[src/rtl/adc_window_integrator_if.sv]
// AXI-stream style packet output of the window integrator (64-bit beats).
interface adc_window_integrator_if;
  logic [63:0] tdata;
  logic        tvalid;
  logic        tlast;
  logic        tready;

  modport master (output tdata, output tvalid, output tlast, input tready);
  modport slave  (input tdata, input tvalid, input tlast, output tready);
endinterface

[src/rtl/adc_window_integrator.sv]
// Sums each ADC channel over a programmable sample window and ships {header, timestamp, sums}
// as one packet; a shadow buffer decouples accumulation from the draining packet.
module adc_window_integrator #(
  parameter int          NUM_CH    = 16,
  parameter int          WIDTH     = 18,
  parameter int          SUM_WIDTH = 32,
  parameter logic [7:0]  HDR_ID    = 8'hA5
) (
  input  logic                      clk,
  input  logic                      rst,
  input  logic                      ena,
  input  logic [15:0]               window_len,
  input  logic                      in_valid,
  input  logic [63:0]               in_ts,
  input  logic [NUM_CH-1:0]         in_ch_valid,
  input  logic [NUM_CH*WIDTH-1:0]   in_data,
  adc_window_integrator_if.master   m,
  output logic [31:0]               window_seq,
  output logic [15:0]               drop_count
);
  localparam int NPAIR = NUM_CH / 2;
  localparam int KW    = (NPAIR > 1) ? $clog2(NPAIR) : 1;

  typedef enum logic [1:0] {IDLE, HDR, TS, DATA} state_t;
  state_t state, state_nxt;

  logic signed [SUM_WIDTH-1:0] acc     [NUM_CH];
  logic signed [SUM_WIDTH-1:0] acc_sum [NUM_CH];
  logic [31:0]                 shadow  [NUM_CH];
  logic [63:0] sh_hdr, sh_ts, win_ts, cur_ts;
  logic [15:0] cnt, win_len, cur_len;
  logic [KW-1:0] pair_idx;
  logic take, complete, beat, last_beat, free, load;

  // The first sample of a window uses the live window_len/in_ts; later samples use the latched copies.
  always_comb begin
    take     = in_valid && ena;
    cur_len  = (cnt == 16'd0) ? ((window_len == 16'd0) ? 16'd1 : window_len) : win_len;
    cur_ts   = (cnt == 16'd0) ? in_ts : win_ts;
    complete = take && ((cnt + 16'd1) == cur_len);
    for (int n = 0; n < NUM_CH; n++)
      acc_sum[n] = acc[n] + (in_ch_valid[n] ? SUM_WIDTH'($signed(in_data[n*WIDTH +: WIDTH])) : '0);
  end

  assign beat      = m.tvalid && m.tready;
  assign last_beat = (state == DATA) && (pair_idx == KW'(NPAIR - 1));
  assign free      = (state == IDLE) || (beat && last_beat);
  assign load      = complete && free;

  always_ff @(posedge clk) begin
    if (rst) state <= IDLE;
    else     state <= state_nxt;
  end

  always_comb begin
    state_nxt = state;
    m.tvalid  = (state != IDLE);
    m.tlast   = last_beat;
    m.tdata   = '0;
    case (state)
      IDLE: if (load) state_nxt = HDR;
      HDR: begin
        m.tdata = sh_hdr;
        if (beat) state_nxt = TS;
      end
      TS: begin
        m.tdata = sh_ts;
        if (beat) state_nxt = DATA;
      end
      DATA: begin
        m.tdata = {shadow[{pair_idx, 1'b1}], shadow[{pair_idx, 1'b0}]};
        if (beat && last_beat) state_nxt = load ? HDR : IDLE;
      end
      default: state_nxt = IDLE;
    endcase
  end

  always_ff @(posedge clk) begin
    if (rst) begin
      cnt        <= '0;
      window_seq <= '0;
      drop_count <= '0;
      pair_idx   <= '0;
      for (int n = 0; n < NUM_CH; n++) acc[n] <= '0;
    end else begin
      if (beat && state == DATA)
        pair_idx <= last_beat ? '0 : pair_idx + KW'(1);
      if (!ena) begin
        cnt <= '0;
        for (int n = 0; n < NUM_CH; n++) acc[n] <= '0;
      end else if (take) begin
        if (cnt == 16'd0) begin
          win_ts  <= in_ts;
          win_len <= cur_len;
        end
        if (complete) begin
          cnt        <= '0;
          window_seq <= window_seq + 32'd1;
          for (int n = 0; n < NUM_CH; n++) acc[n] <= '0;
          if (load) begin
            for (int n = 0; n < NUM_CH; n++) shadow[n] <= 32'(acc_sum[n]);
            sh_hdr <= {HDR_ID, 8'(NUM_CH), cur_len, window_seq + 32'd1};
            sh_ts  <= cur_ts;
          end else if (drop_count != 16'hFFFF) begin
            drop_count <= drop_count + 16'd1;
          end
        end else begin
          cnt <= cnt + 16'd1;
          for (int n = 0; n < NUM_CH; n++) acc[n] <= acc_sum[n];
        end
      end
    end
  end
endmodule

[src/flat_wrapper.sv]
// flat-port wrapper written by rule: the top's interface ports become plain ports
module adc_window_integrator_flat 
#(
  parameter int          NUM_CH    = 16,
  parameter int          WIDTH     = 18,
  parameter int          SUM_WIDTH = 32,
  parameter logic [7:0]  HDR_ID    = 8'hA5
)
  (clk, rst, ena, window_len, in_valid, in_ts, in_ch_valid, in_data, window_seq, drop_count, m_tdata, m_tvalid, m_tlast, m_tready);
  adc_window_integrator_if m_i ();
  input  logic clk;
  input  logic rst;
  input  logic ena;
  input  logic [15:0] window_len;
  input  logic in_valid;
  input  logic [63:0] in_ts;
  input  logic [NUM_CH-1:0] in_ch_valid;
  input  logic [NUM_CH*WIDTH-1:0] in_data;
  output logic [31:0] window_seq;
  output logic [15:0] drop_count;
  output wire logic [$bits(m_i.tdata)-1:0] m_tdata;
  output wire logic [$bits(m_i.tvalid)-1:0] m_tvalid;
  output wire logic [$bits(m_i.tlast)-1:0] m_tlast;
  input wire logic [$bits(m_i.tready)-1:0] m_tready;
  assign m_tdata = m_i.tdata;
  assign m_tvalid = m_i.tvalid;
  assign m_tlast = m_i.tlast;
  assign m_i.tready = m_tready;
  adc_window_integrator #(.NUM_CH(NUM_CH), .WIDTH(WIDTH), .SUM_WIDTH(SUM_WIDTH), .HDR_ID(HDR_ID)) u_core (.clk(clk), .rst(rst), .ena(ena), .window_len(window_len), .in_valid(in_valid), .in_ts(in_ts), .in_ch_valid(in_ch_valid), .in_data(in_data), .m(m_i), .window_seq(window_seq), .drop_count(drop_count));
endmodule
[config.mk]
export PLATFORM = sky130hd
export DESIGN_NAME = adc_window_integrator_flat
export DESIGN_NICKNAME = d
export VERILOG_FILES = /design/src/rtl/adc_window_integrator_if.sv /design/src/rtl/adc_window_integrator.sv /design/src/flat_wrapper.sv
export SDC_FILE = /design/constraint.sdc
export NUM_CORES = 2
export LEC_CHECK = 0
export BUFFER_PORTS_ARGS = -buffer_cell sky130_fd_sc_hd__buf_2
export CORE_ASPECT_RATIO = 1.1
export CORE_MARGIN = 2
export CORE_UTILIZATION = 60
export CTS_CLUSTER_SIZE = 14
export DETAILED_ROUTE_END_ITERATION = 12
export GPL_TIMING_DRIVEN = 0
export MAX_ROUTING_LAYER = met4
export PLACE_DENSITY = 0.85
export SLEW_MARGIN = 20
export SYNTH_ARGS = -nofsm -noshare
export SYNTH_HDL_FRONTEND = slang
export SYNTH_SLANG_ARGS = --single-unit
[constraint.sdc]
create_clock -name clk -period 119.6 [get_ports clk]
set_clock_uncertainty 0.1 [all_clocks]
set_input_delay 23.92 -clock clk [delete_from_list [all_inputs] [get_ports clk]]
set_output_delay 23.92 -clock clk [all_outputs]
set_load 0.005 [all_outputs]
==> impl_metrics.json <==
{
  "ys_seq_area_share_pct": 49.6,
  "p_leak_nw": 35.4,
  "critical_path.max_fanout": 11,
  "drv_slew": 0,
  "cts_setup_buffers": 0,
  "path_common_cell": "buf_4",
  "clock-root-buffer": "clkbuf_16",
  "dpl_cell_area_um2": 81400,
  "synth-simple-area-share_pct": 14.6,
  "avgSynthCellArea_um2": 11.6,
  "p_sw_share_pct": 25.0,
  "tns_ps": 0,
  "cts_tree": "done",
  "synth_edf_count": 1184,
  "slowest_delay_ps": 600,
  "io_pins": 503,
  "yosysTopAreaCell": "edfxtp_1",
  "seqPwrFrac_pct": 46.7,
  "io_buffers": 501,
  "synth_compound_area_share_pct": 13.2,
  "path_cells": "buf_2 -> mux2_4 -> xor3_1 -> or3_4 -> a31oi_4 -> nand4_4 -> clkbuf_1 -> nor3_2 -> buf_6 -> buf_4 -> buf_4 -> buf_4 -> buf_4 -> buf_6 -> buf_4 -> buf_4 -> buf_4 -> buf_6 -> buf_4",
  "cts_resized": 0,
  "globalplace.congestion": 1.02,
  "final_net_count": 8200,
  "grt_max_degree": 54,
  "drv_cap": 0,
  "synth_top_family_by_area": "simple AND/OR/NAND/NOR gates",
  "fp.dieH_um": 377,
  "synth.area.mux_share_pct": 6.27,
  "power_frac_clock_pct": 41.0,
  "start_kind": "input port",
  "setup_violations": 0,
  "grt_pass1_wl_mm": 337,
  "synthesis.nets": 7470,
  "vias": 58100,
  "synth_most_common_cell": "edfxtp_1",
  "utilization_pct": 68.8,
  "grt_pass1_vias": 56400,
  "die_area_um2": 129000,
  "netlist_top_cells_count": "edfxtp_1 (1,184), and2_1 (724), ha_1 (506), a21oi_1 (449), xnor2_1 (370)",
  "top_layer": "met4",
  "cts_buffers": 139,
  "cts_hold_buf": 0,
  "via_per_inst": 6.41,
  "synth.distinct_cells": 86,
  "path_clk_slew_ps": 60,
  "final_antenna_net_count": 0,
  "synth.cell_area_um2": 75900,
  "comb_power_share_pct": 12.3,
  "min_period_ps": 28840,
  "status": "completed",
  "cts_buffer_depth": 3,
  "synthArstFlopShare_pct": 0,
  "powerDensity_nw_per_um2": 12.7,
  "crit_required_ps": 119990,
  "rsz0062_at_grt": "no",
  "drt_iter0_drc": 6834,
  "drcViolationCount": 0,
  "synth.ff_latch_count": 1288,
  "finish.instance_area_um2": 86100,
  "grtUsageTotal_pct": 35.9,
  "synthAdderAreaFrac_pct": 8.76,
  "hold_path.class": "reg -> reg",
  "wl_met3_mm": 24.9,
  "crit_arrival_ps": 29230,
  "crit_type": "in -> reg",
  "switchingPower_mw": 0.274,
  "cp_slowest_cell": "nor3_2",
  "drive_above_1_share_pct": 15.9,
  "ir_drop_uv": 15.2,
  "slew-limit-headroom_pct": 12.9,
  "fin_crit_sh_pct": 24.1,
  "grt_overflow_total": 0,
  "cts-htree-levels": 4,
  "antenna_found_initial": 15,
  "clock.fmax_mhz": 34.7,
  "clk-insertion-delay-late_ps": 790,
  "initial_core_util_pct": 60.6,
  "syn_to_final_growth_pct": 13.5,
  "met1_length_mm": 84.6,
  "worst_setup_path_end_kind": "register",
  "drt_wl_total_mm": 230,
  "core-area_um2": 125000,
  "synth_top_flop_cell": "edfxtp_1",
  "hpwlAfterDp_mm": 175,
  "wl_per_cell_um": 25.3,
  "wl_met2_mm": 103,
  "hold_viol": 0,
  "synthTopCellsByArea": "edfxtp_1 (47%), ha_1 (8.3%), and2_1 (6.0%)",
  "synthCells": 6559,
  "tightest_slew_ps": 1290,
  "dieWidth_um": 343,
  "synth_xor_area_share_pct": 5.34,
  "internal-power_mw": 0.823,
  "total_power_mw": 1.10,
  "cts_num_sinks": 1288,
  "ys_warn_count": 0,
  "drtPass1Iterations": 9,
  "synth.top_cell.area_share_pct": 46.9,
  "rows": 136
}
[path summary, 6_finish.rpt]
kind	startpoint	endpoint	slack, ps	cells past startpoint
setup reg to reg	u_core.cnt[0]	u_core.shadow[12][2]	112750	22
setup / recovery	window_len[13]	u_core.shadow[12][2]	90760	19
hold reg to reg	u_core.acc[0][24]	u_core.acc[0][24]	360	2
hold / removal	u_core.acc[0][24]	u_core.acc[0][24]	360	2
[sequential cells by signal, indices dropped and copies added, names as in the netlist, named ones only]
name               cells
u_core.shadow        512
u_core.window_seq     32
u_core.pair_idx        3
u_core.state           2
u_core.sh_ts          64
u_core.win_len        16
u_core.cnt            16
u_core.acc           512
u_core.win_ts         64
u_core.drop_count     16
u_core.sh_hdr         48
[cell families (layout without fill, tap and decap cells)]
family / after synthesis / in the layout
AND/OR/NAND/NOR: 2052 / 2052
AO/OA/AOI/OAI: 1517 / 1517
flip-flops: 1288 / 1288
adder cells (fa/ha/maj): 522 / 522
XOR/XNOR: 458 / 458
buffers and inverters: 426 / 1270
multiplexers: 296 / 296
other: 0 / 13
[routing by layer]
layer / up-vias / track usage (%)
met4: 0 / 22.3
met1: 28100 / 43.6
met2: 3150 / 54.2
met3: 629 / 8.56
li1: 26200 / -
met5: - / -
[area by class of cell]
| type | count | area [um2] |
|---|---|---|
| clock inverter | 78 | 853 |
| antenna | 13 | 32.5 |
| buffer | 196 | 812 |
| multi-input combinational | 4845 | 36600 |
| fill | 8751 | 39100 |
| tap | 1656 | 2070 |
| sequential | 1288 | 37600 |
| timing repair buffer | 589 | 3450 |
| clock buffer | 177 | 3800 |
| inverter | 230 | 863 |
[cell usage in the layout (no fill, tap or decap), types with 170 or more instances in the layout]
cell         n
nor2_1     364
edfxtp_1  1184
ha_1       506
o21ai_0    234
inv_1      230
nand2_1    295
xnor2_1    370
a21oi_1    449
a21o_1     170
and2_1     724
buf_2      530
[metrics by stage]
step	worst slack, ps	instances	hold slack (ps)
after floorplan	57320	6559	336
after detailed placement	90100	8802	351
final	90760	9072	358
after CTS	90920	9057	359
after global routing	90630	9070	376
after global placement	42120	8716	346
[worst max-delay path: cells and delay by family]
kind	cells	cell delay [ps]
xor gates and xnor gates	1	380
and+or+nand+nor	3	1370
buffers and inverters	13	2790
AOI/OAI and AO/OA	1	430
muxes	1	310
[power by group through the flow]
| stage | logic [mW] | clock network (mW) | registers [mW] |
|---|---|---|---|
| 2_1_floorplan | 0.0904 | 0 | 0.521 |
| 3_3_place_gp | 0.125 | 0 | 0.522 |
| 3_5_place_dp | 0.130 | 0 | 0.522 |
| 4_1_cts | 0.132 | 0.450 | 0.513 |
| 5_1_grt | 0.146 | 0.466 | 0.513 |
| 6_report | 0.135 | 0.449 | 0.513 |
Note: power is estimated with default switching activity, not from simulation.
